[src/rtl/ctrl_seq.sv]
// ctrl_seq: multi-cycle instruction sequencer for the VeriRISC core.
//   Latency: strobes are registered, one cycle behind the state shown on `state`.
//   Backpressure: stall=1 freezes state, wait counter, strobes and retire counter.
// Ports:
//   clk, rst_            clock and async active-low reset
//   opcode, zero         IR opcode and accumulator-zero flag, decoded combinationally
//   stall, run           global freeze; resume from HALTED
//   mem_rd..mem_wr       registered control strobes
//   state                present state (direct view of the state register)
//   instr_count          retired-instruction count, wraps at 2^CNT_W
module ctrl_seq #(
  parameter int MEM_WAIT = 0,   // extra wait cycles after each fetch, 0..15
  parameter int CNT_W    = 16
) (
  input  logic             clk,
  input  logic             rst_,
  input  logic [2:0]       opcode,
  input  logic             zero,
  input  logic             stall,
  input  logic             run,
  output logic             mem_rd,
  output logic             load_ir,
  output logic             halt,
  output logic             inc_pc,
  output logic             load_ac,
  output logic             load_pc,
  output logic             mem_wr,
  output logic [3:0]       state,
  output logic [CNT_W-1:0] instr_count
);

  typedef enum logic [3:0] {
    INST_ADDR  = 4'd0,
    INST_FETCH = 4'd1,
    INST_LOAD  = 4'd2,
    IDLE       = 4'd3,
    OP_ADDR    = 4'd4,
    OP_FETCH   = 4'd5,
    ALU_OP     = 4'd6,
    STORE      = 4'd7,
    WAIT       = 4'd8,
    HALTED     = 4'd9
  } state_t;

  localparam logic [2:0] OP_HLT = 3'd0;
  localparam logic [2:0] OP_SKZ = 3'd1;
  localparam logic [2:0] OP_ADD = 3'd2;
  localparam logic [2:0] OP_AND = 3'd3;
  localparam logic [2:0] OP_XOR = 3'd4;
  localparam logic [2:0] OP_LDA = 3'd5;
  localparam logic [2:0] OP_STO = 3'd6;
  localparam logic [2:0] OP_JMP = 3'd7;

  localparam bit         HAS_WAIT = (MEM_WAIT > 0);
  // WAIT is held for MEM_WAIT cycles: counter starts at MEM_WAIT-1 and exits at 0.
  localparam logic [3:0] WLOAD    = HAS_WAIT ? 4'(MEM_WAIT - 1) : 4'd0;

  // Strobe vector order: {mem_rd, load_ir, halt, inc_pc, load_ac, load_pc, mem_wr}
  state_t     cur, nxt;
  logic [3:0] wcnt, wcnt_nxt;
  logic       ret, ret_nxt;     // 0: WAIT returns to INST_LOAD, 1: to ALU_OP
  logic [6:0] vec, vec_q;
  logic       retire;

  logic       aluop, is_jmp, is_sto, is_hlt, skz_t;
  logic [6:0] fetch_i_vec, fetch_o_vec;

  always_comb begin
    aluop  = (opcode == OP_ADD) || (opcode == OP_AND) ||
             (opcode == OP_XOR) || (opcode == OP_LDA);
    is_jmp = (opcode == OP_JMP);
    is_sto = (opcode == OP_STO);
    is_hlt = (opcode == OP_HLT);
    skz_t  = (opcode == OP_SKZ) && zero;
    fetch_i_vec = 7'b1100000;
    fetch_o_vec = {aluop, 1'b0, 1'b0, skz_t, aluop, is_jmp, 1'b0};
  end

  always_comb begin
    nxt      = cur;
    wcnt_nxt = wcnt;
    ret_nxt  = ret;
    vec      = '0;
    retire   = 1'b0;
    case (cur)
      INST_ADDR: begin
        vec = 7'b1000000;
        nxt = INST_FETCH;
      end
      INST_FETCH: begin
        vec = fetch_i_vec;
        if (HAS_WAIT) begin
          nxt      = WAIT;
          wcnt_nxt = WLOAD;
          ret_nxt  = 1'b0;
        end else begin
          nxt = INST_LOAD;
        end
      end
      INST_LOAD: begin
        vec = fetch_i_vec;
        nxt = IDLE;
      end
      IDLE: begin
        vec = {2'b00, is_hlt, 1'b1, 3'b000};
        nxt = is_hlt ? HALTED : OP_ADDR;
      end
      OP_ADDR: begin
        vec = {aluop, 6'b000000};
        nxt = OP_FETCH;
      end
      OP_FETCH: begin
        vec = fetch_o_vec;
        if (HAS_WAIT) begin
          nxt      = WAIT;
          wcnt_nxt = WLOAD;
          ret_nxt  = 1'b1;
        end else begin
          nxt = ALU_OP;
        end
      end
      ALU_OP: begin
        vec = {aluop, 1'b0, 1'b0, is_jmp, aluop, is_jmp, is_sto};
        nxt = STORE;
      end
      STORE: begin
        nxt    = INST_ADDR;
        retire = 1'b1;
      end
      WAIT: begin
        // Keep presenting the vector of the fetch being stretched.
        vec = ret ? fetch_o_vec : fetch_i_vec;
        if (wcnt == 4'd0) begin
          nxt = ret ? ALU_OP : INST_LOAD;
        end else begin
          wcnt_nxt = wcnt - 4'd1;
        end
      end
      HALTED: begin
        vec = 7'b0010000;
        if (run) nxt = INST_ADDR;
      end
      default: begin
        nxt = INST_ADDR;
        vec = '0;
      end
    endcase
  end

  always_ff @(posedge clk or negedge rst_) begin
    if (!rst_) begin
      cur         <= INST_ADDR;
      wcnt        <= 4'd0;
      ret         <= 1'b0;
      vec_q       <= '0;
      instr_count <= '0;
    end else if (!stall) begin
      cur   <= nxt;
      wcnt  <= wcnt_nxt;
      ret   <= ret_nxt;
      vec_q <= vec;
      if (retire) instr_count <= instr_count + CNT_W'(1);
    end
  end

  assign {mem_rd, load_ir, halt, inc_pc, load_ac, load_pc, mem_wr} = vec_q;
  assign state = cur;

endmodule

[config.mk]
export PLATFORM = sky130hd
export DESIGN_NAME = ctrl_seq
export DESIGN_NICKNAME = d
export VERILOG_FILES = /design/src/rtl/ctrl_seq.sv
export SDC_FILE = /design/constraint.sdc
export NUM_CORES = 1
export LEC_CHECK = 0
export ABC_CLOCK_PERIOD_IN_PS = 2900
export CORE_UTILIZATION = 40
export DETAILED_ROUTE_END_ITERATION = 7
export HOLD_SLACK_MARGIN = 0.06
export PLACE_DENSITY = 0.73
export SLEW_MARGIN = 20
export SYNTH_ARGS = -nofsm -noshare
export SYNTH_HDL_FRONTEND = slang
export SYNTH_SLANG_ARGS = --single-unit
[constraint.sdc]
create_clock -name clk -period 2.9 [get_ports clk]
set_clock_uncertainty 0.05 [all_clocks]
set_input_delay 0.725 -clock clk [delete_from_list [all_inputs] [get_ports clk]]
set_output_delay 0.725 -clock clk [all_outputs]
set_load 0.05 [all_outputs]
==> results of run 1 <==
-- cell usage after synthesis (2+ instances only) --
| cell | n |
|---|---|
| sky130_fd_sc_hd__nand3_1 | 9 |
| sky130_fd_sc_hd__xnor2_1 | 10 |
| sky130_fd_sc_hd__dfrtp_1 | 31 |
| sky130_fd_sc_hd__clkbuf_1 | 6 |
| sky130_fd_sc_hd__or2_2 | 2 |
| sky130_fd_sc_hd__nor4_1 | 3 |
| sky130_fd_sc_hd__inv_1 | 5 |
| sky130_fd_sc_hd__nor2b_1 | 2 |
| sky130_fd_sc_hd__a21oi_1 | 6 |
| sky130_fd_sc_hd__o31ai_1 | 2 |
| sky130_fd_sc_hd__nor3_1 | 6 |
| sky130_fd_sc_hd__o21ai_0 | 12 |
| sky130_fd_sc_hd__o211ai_1 | 2 |
| sky130_fd_sc_hd__nand4_1 | 6 |
| sky130_fd_sc_hd__ha_1 | 2 |
| sky130_fd_sc_hd__xor2_1 | 11 |
| sky130_fd_sc_hd__nand2_1 | 19 |
| sky130_fd_sc_hd__nor2_1 | 10 |
| sky130_fd_sc_hd__and4_1 | 2 |
-- kinds of logic after synthesis --
kind of cell | after synthesis | synth area share (%)
buf+inv | 13 | 3.20
fa+ha+maj | 3 | 2.24
compound gates | 25 | 9.27
xor+xnor | 21 | 11.8
simple gates | 67 | 23.3
mux | 1 | 0.719
flops | 31 | 49.6
-- per-layer routing --
metal  GRT usage [%]  up-vias  part of all wire [%]
met5               0        -                     0
met4            6.67        0                  0.44
met3            3.87        2                   3.1
met2            26.4       24                    49
met1            23.3      584                    47
li1                -      635                     -
-- per-stage QoR --
stage	worst slack (ns)	hold WS, ns	utilization, %
2_1_floorplan	0.774	0.379	-
3_3_place_gp	0.287	0.409	53.1
3_5_place_dp	0.264	0.423	53.1
4_1_cts	0.321	0.434	55.4
5_1_grt	0.237	0.442	55.4
6_report	0.316	0.423	55.4
-- state kept, by name, indices dropped and copies added (netlist names) --
name         cells
instr_count     16
wcnt             4
vec_q            7
state            4
-- report_power, final --
| group | switching [mW] | leakage (nW) | internal (mW) |
|---|---|---|---|
| clock network | 0.151 | 0.0412 | 0.167 |
| registers | 0.0993 | 0.406 | 0.505 |
| logic | 0.411 | 0.442 | 0.234 |
| total | 0.661 | 0.889 | 0.907 |
-- path summary, 6_finish.rpt --
check,start,to,slack [ns],depth (start not counted)
max,state[1]$_DFFE_PN0P_,state[1],0.32,1
min,instr_count[15]$_DFFE_PN0P_,instr_count[15]$_DFFE_PN0P_,0.42,1
max reg2reg,state[2]$_DFFE_PN0P_,instr_count[14]$_DFFE_PN0P_,0.77,5
min reg2reg,instr_count[15]$_DFFE_PN0P_,instr_count[15]$_DFFE_PN0P_,0.42,1
max in group asynchronous,rst_,vec_q[3]$_DFFE_PN0N_,1.73,2
min in group asynchronous,rst_,vec_q[2]$_DFFE_PN0N_,0.79,2
-- final cells by class --
class / instances / area, µm² / share of cell area, %
Clock buffer: 6 / 72.6 / 3.53
Sequential cell: 31 / 776 / 37.7
Inverter: 5 / 18.8 / 0.912
Clock inverter: 2 / 12.5 / 0.608
Tap cell: 48 / 60.1 / 2.92
Multi-Input combinational cell: 117 / 739 / 35.9
Timing Repair Buffer: 39 / 378 / 18.4
==> impl_summary.md, run 1 <==
Status
The flow ran to the end, and the final reports show no timing, DRC or antenna violations.

Yosys
The share of flip-flops with an asynchronous set or reset after synthesis is 100%. Counting distinct cell types in the post-synthesis netlist gives 34. In this run, synthesis inferred 0 flip-flops with an integrated enable.

Yosys attributes the largest share of cell area to sky130_fd_sc_hd__dfrtp_1 (50%), sky130_fd_sc_hd__xor2_1 (6.2%), sky130_fd_sc_hd__xnor2_1 (5.6%), sky130_fd_sc_hd__nand2_1 (4.6%), sky130_fd_sc_hd__o21ai_0 (3.8%). The sequential-to-total area share from yosys stat is 49.6%. After synthesis, the mean cell area works out to 9.72 µm². The number of warning messages in the yosys log is 0. Of all cell types, the one taking the most synthesized area is sky130_fd_sc_hd__dfrtp_1. For this run, the leading register cell type out of synthesis is sky130_fd_sc_hd__dfrtp_1. The post-synth net total is between 150 and 200. The mapped netlist covers between 0.0015 and 0.002 mm².

Synthesis produced a netlist whose cell count is approximately 160. The area share of the largest cell type after synthesis is 49.6%. Synthesis inferred 31 register bits.

Detailed routing
The total wire length after detailed routing is around 3200 µm. The average via count per standard cell is 5.02. The count of routing violations after the opening detailed-route iteration is 68. The detailed router placed about 1200 vias in this run. The first TritonRoute pass finished after 4 iterations. The remaining design rule violation count is 0. The wire length per cell is between 10 and 15 µm.

The post-detailed-route count of antenna-violating nets is 0.

GRT
The pin count of the biggest net entering global routing is 32. The overall overflow remaining after global route is 0. In the global route stage, overall resource usage came out at between 10% and 20%. The number of antenna violations at the first check in global routing is 0.

The wire length of the first global-routing pass is 5510 µm. The number of global-route vias before repair was approximately 1200.

Final layout
Compared with the post-synthesis result, the final layout area differs by 31.4%. Cells with a size suffix above 1 make up approximately 9.0% of the layout. The post-route cell area is a little over 0.002 mm². In the layout the commonest cells are sky130_fd_sc_hd__clkdlybuf4s50_1 (34), sky130_fd_sc_hd__dfrtp_1 (31), sky130_fd_sc_hd__nand2_1 (19).

0 antenna diodes ended up in the layout. After filler insertion, the fill cell instance count of the layout stands at approximately 330. The most common library cell in the layout ignoring fill and taps is sky130_fd_sc_hd__clkdlybuf4s50_1. The final layout contains 209 nets. The count of cells in the finished layout, fillers not included, comes to between 200 and 250.

STA
Setup violations remaining at the end of the flow were counted as 0. Setup repair after global routing left no endpoint under its margin. Of the available clock period, the critical path in the final layout requires around nine tenths. The final-report hold violation count was 0. The worst-margin pin slew is 0.503 ns.

Headroom to the max-slew limit came out at between 60% and 70%. Derived from the worst setup path, the maximum achievable clock frequency is 387 MHz. For the final routed database, the setup TNS stands at 0 ns. After layout, the minimum clock period comes to approximately 2.6 ns. The max-slew violation count is 0.

Placed design
In this run the tool buffered the top-level ports with 34 buffer cells. Routability-driven placement finished with a final weighted congestion of about 0.8. The placed instances occupy a cell area of between 0.0015 and 0.002 mm². The total half-perimeter wirelength after legalization and detailed placement is 2390 µm. Counting tap cells, the placed design contains a total of 240 instances.

Clock network
The total of cells resized after clock tree synthesis is 0. The number of clock sinks is 31. The number of clock buffers inserted by TritonCTS is 5. Clock tree synthesis selected as its root buffer the cell sky130_fd_sc_hd__clkbuf_8. Clock-pin slew was measured on the worst setup and hold paths at ~0.070 ns. The number of buffers between clock root and the deepest sink is 2.

Buffers added to address setup during post-CTS repair amount to 0. The H-tree was split into 2 levels. TritonCTS built the clock tree. The hold buffer count at cts is 0. The clock network latency to the later pin of the worst-skew pair is 0.27 ns.

Die
The total area inside the core boundary comes to between 0.003 and 0.004 mm². In this run the horizontal extent of the chip is ~65 µm. The initial cell density of the core is 42.1%. Row generation in the floorplan step produced 22 rows. The area of the die is roughly 0.0042 mm². During I/O placement, the number of pins put on the boundary was 35.

Measured along the y axis, the die boundary spans approximately 65 µm.

Critical path
The family of cells with the greatest summed delay on the critical path is buffers and inverters. The sort of element at the end of the critical path is an output port. The delay of the slowest cell on the worst path is slightly below 0.9 ns. The maximum fanout encountered on the critical timing path is 16.

The cell at the slowest stage of the critical path is sky130_fd_sc_hd__clkdlybuf4s50_1. Traced cell by cell, the critical path runs through clkdlybuf4s50_1. The launching element type of the critical path is a flip-flop. Counting both buffers and inverters, the worst setup path holds a total of 1.

Data on the critical path arrives at its endpoint at around 1.8 ns. The critical path is of the reg -> out type. The worst endpoint required time is between 2 and 2.5 ns.

Worst hold path
The class of the most critical hold timing path is reg -> reg.

Power and ir drop
The power density normalized to cell area is between 700 and 800 mW/mm². VDD sags by at most roughly 0.00055 V. The total power consumption of the routed design is ~1.6 mW. The analysis attributes to cell leakage a power of 0.889 nW.

Run
Max-cap violations in this run came to 0.
(Power assumes the default switching activity.)
==> run 2: changes to the inputs <==
- CORE_MARGIN: unset -> 1
- SLEW_MARGIN: 20 -> 10
==> results of run 2 <==
The final DEF is identical to that of run 1; final timing and power are the same.
==> run 3: changes to the inputs <==
- HOLD_SLACK_MARGIN: 0.06 -> unset
==> results of run 3 <==
The final DEF is identical to that of run 1; final timing and power are the same.
